## src/rtl/token_encoder_pkg.sv

```systemverilog
// Shared types and constants for the greedy longest-match token encoder.
// Holds the encoder and matcher state enums, the vocabulary terminator
// value and a helper that yields the reserved UNK token id for a given
// address width.
package token_encoder_pkg;

  // Encoder control states, in the order an encode walks through them.
  typedef enum logic [2:0] {
    ENC_IDLE,
    ENC_START,
    ENC_SCAN,
    ENC_WAIT,
    ENC_NEXT,
    ENC_EMIT,
    ENC_DONE
  } enc_state_t;

  // Matcher states: wait for a launch, walk one entry, report the result.
  typedef enum logic [1:0] {
    M_IDLE,
    M_CMP,
    M_FOUND,
    M_MISS
  } match_state_t;

  // Character value that closes a vocabulary entry (and, as a first
  // character, closes the whole table).
  localparam int VOCAB_TERM = 0;

  // The highest token id is reserved for "unknown"; ordinary entries never
  // reach it because every entry needs at least two vocabulary bytes.
  function automatic int unsigned unk_id(input int unsigned aw);
    return (32'd1 << aw) - 32'd1;
  endfunction

endpackage

```

## src/rtl/token_encoder_matcher.sv

```systemverilog
// Entry-versus-input comparator for the token encoder.
// Walks one vocabulary entry a character per cycle starting at 'base',
// comparing it with the input starting at 'pos_init'. It always runs on to
// the entry terminator so that it can report where the next entry begins
// (npv). An entry that runs into the last vocabulary address without a
// terminator ends the table: it reports a miss with npv = 2^AW.
module token_encoder_matcher
  import token_encoder_pkg::*;
#(
  parameter int ADDR_WIDTH = 4,
  parameter int DATA_WIDTH = 8
) (
  input  logic                  clk,
  input  logic                  rst,
  input  logic                  abort,
  input  logic                  start,
  input  logic [ADDR_WIDTH-1:0] base,
  input  logic [ADDR_WIDTH:0]   pos_init,
  input  logic [ADDR_WIDTH:0]   in_len,
  input  logic [DATA_WIDTH-1:0] voc_char,
  input  logic [DATA_WIDTH-1:0] in_char,
  output logic [ADDR_WIDTH-1:0] voc_addr,
  output logic [ADDR_WIDTH-1:0] in_addr,
  output logic                  done,
  output logic                  found,
  output logic [ADDR_WIDTH:0]   len,
  output logic [ADDR_WIDTH:0]   npv
);

  localparam logic [DATA_WIDTH-1:0] TERM      = DATA_WIDTH'(VOCAB_TERM);
  localparam logic [ADDR_WIDTH:0]   ONE_W     = (ADDR_WIDTH+1)'(1);
  localparam logic [ADDR_WIDTH:0]   TABLE_END = {1'b1, {ADDR_WIDTH{1'b0}}};

  match_state_t          state;
  logic [ADDR_WIDTH-1:0] av;
  logic [ADDR_WIDTH:0]   pos;
  logic                  mism;

  assign voc_addr = av;
  assign in_addr  = pos[ADDR_WIDTH-1:0];

  // Comparator FSM: latch the launch point, compare until the terminator
  // (remembering any mismatch), then hold 'done' for one result cycle.
  always_ff @(posedge clk or posedge rst) begin
    if (rst) begin
      state <= M_IDLE;
      av    <= '0;
      pos   <= '0;
      mism  <= 1'b0;
      done  <= 1'b0;
      found <= 1'b0;
      len   <= '0;
      npv   <= '0;
    end else if (abort) begin
      state <= M_IDLE;
      done  <= 1'b0;
    end else begin
      case (state)
        M_IDLE: begin
          done <= 1'b0;
          if (start) begin
            av    <= base;
            pos   <= pos_init;
            len   <= '0;
            mism  <= 1'b0;
            found <= 1'b0;
            state <= M_CMP;
          end
        end
        M_CMP: begin
          if (voc_char == TERM) begin
            found <= ~mism;
            npv   <= {1'b0, av} + ONE_W;
            done  <= 1'b1;
            state <= mism ? M_MISS : M_FOUND;
          end else if (av == '1) begin
            found <= 1'b0;
            npv   <= TABLE_END;
            done  <= 1'b1;
            state <= M_MISS;
          end else begin
            if (!mism && (pos < in_len) && (in_char == voc_char)) begin
              len <= len + ONE_W;
              pos <= pos + ONE_W;
            end else begin
              mism <= 1'b1;
            end
            av <= av + 1'b1;
          end
        end
        M_FOUND, M_MISS: begin
          done  <= 1'b0;
          state <= M_IDLE;
        end
        default: begin
          done  <= 1'b0;
          state <= M_IDLE;
        end
      endcase
    end
  end

endmodule

```

## src/rtl/token_encoder.sv

```systemverilog
// Greedy longest-match tokenizer core.
// Converts the byte string in the input buffer into vocabulary token ids in
// the output buffer. The vocabulary is a zero-terminated string table; each
// input position tries every entry through the matcher and keeps the longest
// full match (earliest entry on ties).
// Optional feature macro: ENCODER_UNK_EN -- when defined, a position with no
// match emits the UNK id and advances one character; otherwise it raises err
// and finishes without emitting.
// Note: the port named rst_n is an active-high asynchronous reset.
module token_encoder
  import token_encoder_pkg::*;
#(
  parameter int ADDR_WIDTH = 4,
  parameter int DATA_WIDTH = 8
) (
  input  logic                  clk,
  input  logic                  rst_n,
  input  logic                  cs,
  input  logic                  in_we,
  input  logic [ADDR_WIDTH-1:0] in_addr,
  input  logic [DATA_WIDTH-1:0] in_data,
  input  logic [ADDR_WIDTH:0]   in_len,
  input  logic                  voc_we,
  input  logic [ADDR_WIDTH-1:0] voc_addr,
  input  logic [DATA_WIDTH-1:0] voc_data,
  input  logic [ADDR_WIDTH-1:0] out_addr,
  output logic [ADDR_WIDTH-1:0] out_data,
  output logic [ADDR_WIDTH:0]   out_count,
  output logic                  busy,
  output logic                  done,
  output logic                  err
);

  localparam int                    DEPTH  = 1 << ADDR_WIDTH;
  localparam logic [DATA_WIDTH-1:0] TERM   = DATA_WIDTH'(VOCAB_TERM);
  localparam logic [ADDR_WIDTH-1:0] UNK_ID = ADDR_WIDTH'(unk_id(ADDR_WIDTH));
  localparam logic [ADDR_WIDTH:0]   ONE_W  = (ADDR_WIDTH+1)'(1);
`ifdef ENCODER_UNK_EN
  localparam logic                  UNK_EN = 1'b1;
`else
  localparam logic                  UNK_EN = 1'b0;
`endif

  logic [DATA_WIDTH-1:0] in_mem  [DEPTH];
  logic [DATA_WIDTH-1:0] voc_mem [DEPTH];
  logic [ADDR_WIDTH-1:0] out_mem [DEPTH];

  enc_state_t            state;
  logic [ADDR_WIDTH:0]   ai;
  logic [ADDR_WIDTH-1:0] ar;
  logic [ADDR_WIDTH:0]   aw;
  logic [ADDR_WIDTH:0]   w;
  logic [ADDR_WIDTH-1:0] best_id;
  logic [ADDR_WIDTH-1:0] eid;
  logic [ADDR_WIDTH:0]   len_r;

  logic                  m_start;
  logic                  m_done;
  logic                  m_found;
  logic [ADDR_WIDTH:0]   m_len;
  logic [ADDR_WIDTH:0]   m_npv;
  logic [ADDR_WIDTH-1:0] m_voc_addr;
  logic [ADDR_WIDTH-1:0] m_in_addr;

  logic                  entry_empty;
  logic [ADDR_WIDTH:0]   emit_ai;
  logic [ADDR_WIDTH:0]   aw_next;
  logic [ADDR_WIDTH-1:0] emit_id;
  logic                  out_we;

  assign out_data  = out_mem[out_addr];
  assign out_count = aw;

  // Launch decisions and the values an EMIT step would commit.
  always_comb begin
    entry_empty = (voc_mem[ar] == TERM);
    m_start     = (state == ENC_SCAN) && !entry_empty;
    emit_ai     = (w != '0) ? (ai + w) : (ai + ONE_W);
    aw_next     = aw + ONE_W;
    emit_id     = (w != '0) ? best_id : UNK_ID;
    out_we      = cs && (state == ENC_EMIT) && ((w != '0) || UNK_EN);
  end

  // Host write ports are locked out while an encode runs; the encoder
  // itself is the only writer of the output buffer.
  always_ff @(posedge clk) begin
    if (in_we && !busy) begin
      in_mem[in_addr] <= in_data;
    end
    if (voc_we && !busy) begin
      voc_mem[voc_addr] <= voc_data;
    end
    if (out_we) begin
      out_mem[aw[ADDR_WIDTH-1:0]] <= emit_id;
    end
  end

  token_encoder_matcher #(
    .ADDR_WIDTH(ADDR_WIDTH),
    .DATA_WIDTH(DATA_WIDTH)
  ) u_matcher (
    .clk      (clk),
    .rst      (rst_n),
    .abort    (~cs),
    .start    (m_start),
    .base     (ar),
    .pos_init (ai),
    .in_len   (len_r),
    .voc_char (voc_mem[m_voc_addr]),
    .in_char  (in_mem[m_in_addr]),
    .voc_addr (m_voc_addr),
    .in_addr  (m_in_addr),
    .done     (m_done),
    .found    (m_found),
    .len      (m_len),
    .npv      (m_npv)
  );

  // Encoder FSM: for each input position sweep the whole table, keep the
  // longest match, emit it, and move on until the input or output runs out.
  always_ff @(posedge clk or posedge rst_n) begin
    if (rst_n) begin
      state   <= ENC_IDLE;
      ai      <= '0;
      ar      <= '0;
      aw      <= '0;
      w       <= '0;
      best_id <= '0;
      eid     <= '0;
      len_r   <= '0;
      busy    <= 1'b0;
      done    <= 1'b0;
      err     <= 1'b0;
    end else if (!cs) begin
      state <= ENC_IDLE;
      busy  <= 1'b0;
      done  <= 1'b0;
    end else begin
      case (state)
        ENC_IDLE: begin
          state <= ENC_START;
          busy  <= 1'b1;
          done  <= 1'b0;
        end
        ENC_START: begin
          ai      <= '0;
          ar      <= '0;
          aw      <= '0;
          w       <= '0;
          best_id <= '0;
          eid     <= '0;
          err     <= 1'b0;
          len_r   <= in_len;
          if (in_len == '0) begin
            state <= ENC_DONE;
            busy  <= 1'b0;
            done  <= 1'b1;
          end else begin
            state <= ENC_SCAN;
          end
        end
        ENC_SCAN: begin
          state <= entry_empty ? ENC_EMIT : ENC_WAIT;
        end
        ENC_WAIT: begin
          if (m_done) begin
            state <= ENC_NEXT;
          end
        end
        ENC_NEXT: begin
          if (m_found && (m_len > w)) begin
            w       <= m_len;
            best_id <= eid;
          end
          eid   <= eid + 1'b1;
          ar    <= m_npv[ADDR_WIDTH-1:0];
          state <= m_npv[ADDR_WIDTH] ? ENC_EMIT : ENC_SCAN;
        end
        ENC_EMIT: begin
          if ((w == '0) && !UNK_EN) begin
            err   <= 1'b1;
            state <= ENC_DONE;
            busy  <= 1'b0;
            done  <= 1'b1;
          end else begin
            ai <= emit_ai;
            aw <= aw_next;
            if (emit_ai >= len_r) begin
              state <= ENC_DONE;
              busy  <= 1'b0;
              done  <= 1'b1;
            end else if (aw_next[ADDR_WIDTH]) begin
              err   <= 1'b1;
              state <= ENC_DONE;
              busy  <= 1'b0;
              done  <= 1'b1;
            end else begin
              ar    <= '0;
              eid   <= '0;
              w     <= '0;
              state <= ENC_SCAN;
            end
          end
        end
        ENC_DONE: begin
          state <= ENC_DONE;
        end
        default: begin
          state <= ENC_IDLE;
          busy  <= 1'b0;
          done  <= 1'b0;
        end
      endcase
    end
  end

endmodule

```

## config.mk

```make
export PLATFORM = sky130hd
export DESIGN_NAME = token_encoder
export DESIGN_NICKNAME = d
export VERILOG_FILES = /design/src/rtl/token_encoder_pkg.sv /design/src/rtl/token_encoder_matcher.sv /design/src/rtl/token_encoder.sv
export SDC_FILE = /design/constraint.sdc
export NUM_CORES = 1
export LEC_CHECK = 0
export CAP_MARGIN = 20
export CORE_MARGIN = 8
export CORE_UTILIZATION = 25
export DETAILED_ROUTE_END_ITERATION = 7
export PLACE_DENSITY = 0.42
export SETUP_SLACK_MARGIN = 0.05
export SLEW_MARGIN = 25
export SYNTH_ARGS = -nofsm -noshare
export SYNTH_HDL_FRONTEND = slang
export SYNTH_HIERARCHICAL = 1
export SYNTH_SLANG_ARGS = --single-unit
```

## constraint.sdc

```tcl
create_clock -name clk -period 4.05 [get_ports clk]
set_input_delay 0.81 -clock clk [delete_from_list [all_inputs] [get_ports clk]]
set_output_delay 0.81 -clock clk [all_outputs]
set_load 0.02 [all_outputs]
```

==> metrics.csv <==
stage,metric,value,unit
clock_tree,clk buf depth,3,
sta,fin crit share,95.7,%
synth,Cells after Synth,998,
clock_tree,clk_lat worst skew,0.59,ns
clock_tree,Post-CTS Setup Bufs,0,
clock_tree,clock root cell,clkbuf_16,
cells_and_area,cell area after layout,19600,sq um
clock_tree,CTS Buf Count,44,
synth,"Seq/Total Area, Yosys",67.4,%
global_route,first-pass GRT wire length,63.0,mm
sta,Max Freq,258,MHz
critical_path,CP Launch Type,input pin,
power,leak pwr,6.21,nW
cells_and_area,diode count,0,
floorplanning,I/O Pins,50,
detailed_routing,final WL,41.4,mm
detailed_routing,Vias,9086,
sta,Slew @ Worst Pin,1.02,ns
sta,RSZ-0062 raised after global routing,false,
job,total of max-cap violations,0,
synth,average cell area after synthesis,16.6,sq um
sta,Fin Setup TNS,0,ns
power,PD cells,561,nW/um^2
sta,Final Critical Period,3.87,ns
clock_tree,"Reg clk slew, reported paths",0.05,ns
global_route,vias in the first global route,9587,
clock_tree,clk sinks,382,
global_route,largest net degree at the start of global routing,39,
place,Post-DP Area,18200,sq um
critical_path,required time of the critical path,3.24,ns
floorplanning,Die Ht,273,microns
synth,post-synthesis cell area,16600,sq um
detailed_routing,Pre-antenna DRT Iters,5,
sta,Max-slew headroom,31.8,%
sta,Max Slew Vio Count,0,
synth,count of different cell masters after synthesis,71,
floorplanning,Starting Density,25.2,%
sta,clock skew,0.0298,ns
clock_tree,CTS Hold Bufs,0,
synth,yosys warns,6,
synth,"count leader, synth",edfxtp_1,
synth,synth top area cells,"edfxtp_1 (58%), mux4_2 (14%), dfrtp_1 (9.4%)",
synth,Most used DFF post-synth,edfxtp_1,
detailed_routing,post-DR wirelength/cell,20.9,microns
synth,most frequent cells after synthesis,"edfxtp_1 (320), mux4_2 (100), dfrtp_1 (62)",
synth,simple-gate portion of the synthesized area,9.09,%
synth,Synth Register Bits,382,
synth,share of the synthesized area in the top cell type,58.0,%
cells_and_area,share of layout cells above drive strength 1,20.7,%
synth,compound-cell area share of the yosys netlist,4.34,%
detailed_routing,vias per cell,4.59,
place,dpl hpwl,29.1,mm
critical_path,Max Fanout on Critical Path,16,
clock_tree,CTS H-tree lvls,2,
synth,Adder-Cell Fraction of Synth Area,2.08,%
clock_tree,PostCTS Resize Cnt,0,
floorplanning,total core area,65600,sq um
global_route,GRT Overall Usage,11.0,%
cells_and_area,area delta synth->final,18.5,%
synth,cell taking the most area after synthesis,edfxtp_1,
synth,"EDFF count, synth",320,
synth,XOR/XNOR share of the synthesized area,0.846,%
run_status,status,finished clean,
power,Peak VDD IR,0.283,mV
place,GPL Wtd Cong,0.764,
floorplanning,Die W,273,microns
global_route,aggregate global routing overflow,0,
critical_path,Setup Crit Path Kind,input pin to primary output,
place,I/O Buffers,49,
min_path,min-delay worst type,register to register,
synth,main combinational cell family by area after synthesis,multiplexers,
global_route,initial antenna violation count,0,
detailed_routing,final antenna-violating net count,0,
critical_path,crit path capture type,primary output,
floorplanning,Die Footprint,74800,sq um
detailed_routing,# DRC,0,
cells_and_area,fin nets,1148,
sta,Fin. Hold Viols,0,
clock_tree,CTS tree,yes,
detailed_routing,violation count after the first detailed-routing iteration,632,
sta,Final setup viols,0,
critical_path,crit path DAT,3.06,ns
synth,mux cell area share after synthesis,14.2,%
floorplanning,row count,94,
synth,"Net Count, Synth",1063,
synth,Async SR Flop Fraction,16.2,%
## area by class of cell
class / count / area, sq um
Clock buffer: 53 / 1130
Clock inverter: 25 / 262
Fill cell: 6507 / 46000
Inverter: 35 / 131
Multi-Input combinational cell: 538 / 5070
Sequential cell: 382 / 11200
Tap cell: 864 / 1080
Timing Repair Buffer: 82 / 788
## final timing paths
check	start	to	slack (ns)	depth (start not counted)
max reg2reg	u_matcher/voc_addr[0]$_DFFE_PP0P_	u_matcher/pos[2]$_DFFE_PP0P_	0.60	9
min reg2reg	eid[3]$_DFFE_PP0P_	eid[3]$_DFFE_PP0P_	0.48	1
min	eid[3]$_DFFE_PP0P_	eid[3]$_DFFE_PP0P_	0.48	1
min in group asynchronous	rst_n	u_matcher/done$_DFFE_PP0P_	0.62	2
max in group asynchronous	rst_n	len_r[1]$_DFFE_PP0P_	2.97	3
max	out_addr[0]	out_data[2]	0.18	5
## cells by family (layout without fill, tap and decap cells)
| family | count (synthesis) | in the layout |
|---|---|---|
| and+or+nand+nor | 280 | 280 |
| DFF | 382 | 382 |
| AOI/OAI and AO/OA | 106 | 106 |
| xor gates and xnor gates | 16 | 16 |
| adders and majority gates | 27 | 27 |
| buffers and inverters | 78 | 195 |
| muxes | 109 | 109 |
## sequential cells by signal, indices dropped and copies added, names as in the netlist, 5 cells and up
name,flops
ai,5
in_mem,128
len_r,5
out_count,5
out_mem,64
u_matcher/len,5
u_matcher/npv,5
u_matcher/pos,5
voc_mem,128
w,5
## report_power, final
| part | switching, W | leakage, nW | internal (W) |
|---|---|---|---|
| Clock | 0.00163 | 0.686 | 0.00221 |
| Combinational | 0.00129 | 2.04 | 0.00119 |
| Sequential | 0.000258 | 3.48 | 0.00443 |
## metal layers
| layer | GRT usage (%) | routed length [microns] | up-vias |
|---|---|---|---|
| met5 | 0 | 0 | - |
| met3 | 2.24 | 1490 | 54 |
| li1 | - | - | 4169 |
| met2 | 18.8 | 20700 | 149 |
| met4 | 2.90 | 892 | 0 |
| met1 | 14.1 | 18200 | 4714 |
## stage by stage
stage               total power (W)  instances  hold WS (ns)  util (%)  setup WS (ns)
floorplan                   0.00647        998         0.444         -          0.699
global placement            0.00732       1901         0.469      27.8          0.150
detailed placement          0.00731       1901         0.471      27.8          0.155
CTS                          0.0112       1979         0.479      29.9          0.148
global route                 0.0115       1979         0.486      29.9         0.0847
finish                       0.0110       1979         0.479      29.9          0.175
## worst max-delay path, stage by stage
cell and delay, ns:
clkdlybuf4s50_1 0.51, buf_12 0.18, mux4_2 0.52, mux4_2 0.47, clkdlybuf4s50_1 0.56
## cell usage in the layout, fill, tap and decap left out, types with 20 or more instances in the layout
master,n
buf_4,29
clkbuf_16,44
clkdlybuf4s50_1,49
dfrtp_1,60
edfxtp_1,320
ha_1,26
inv_1,33
mux4_2,100
nand2_1,60
nand3_1,23
nor2_1,59
nor3_1,20
nor4_1,32
o21ai_0,26
Note: power is estimated with default switching activity, not from simulation.
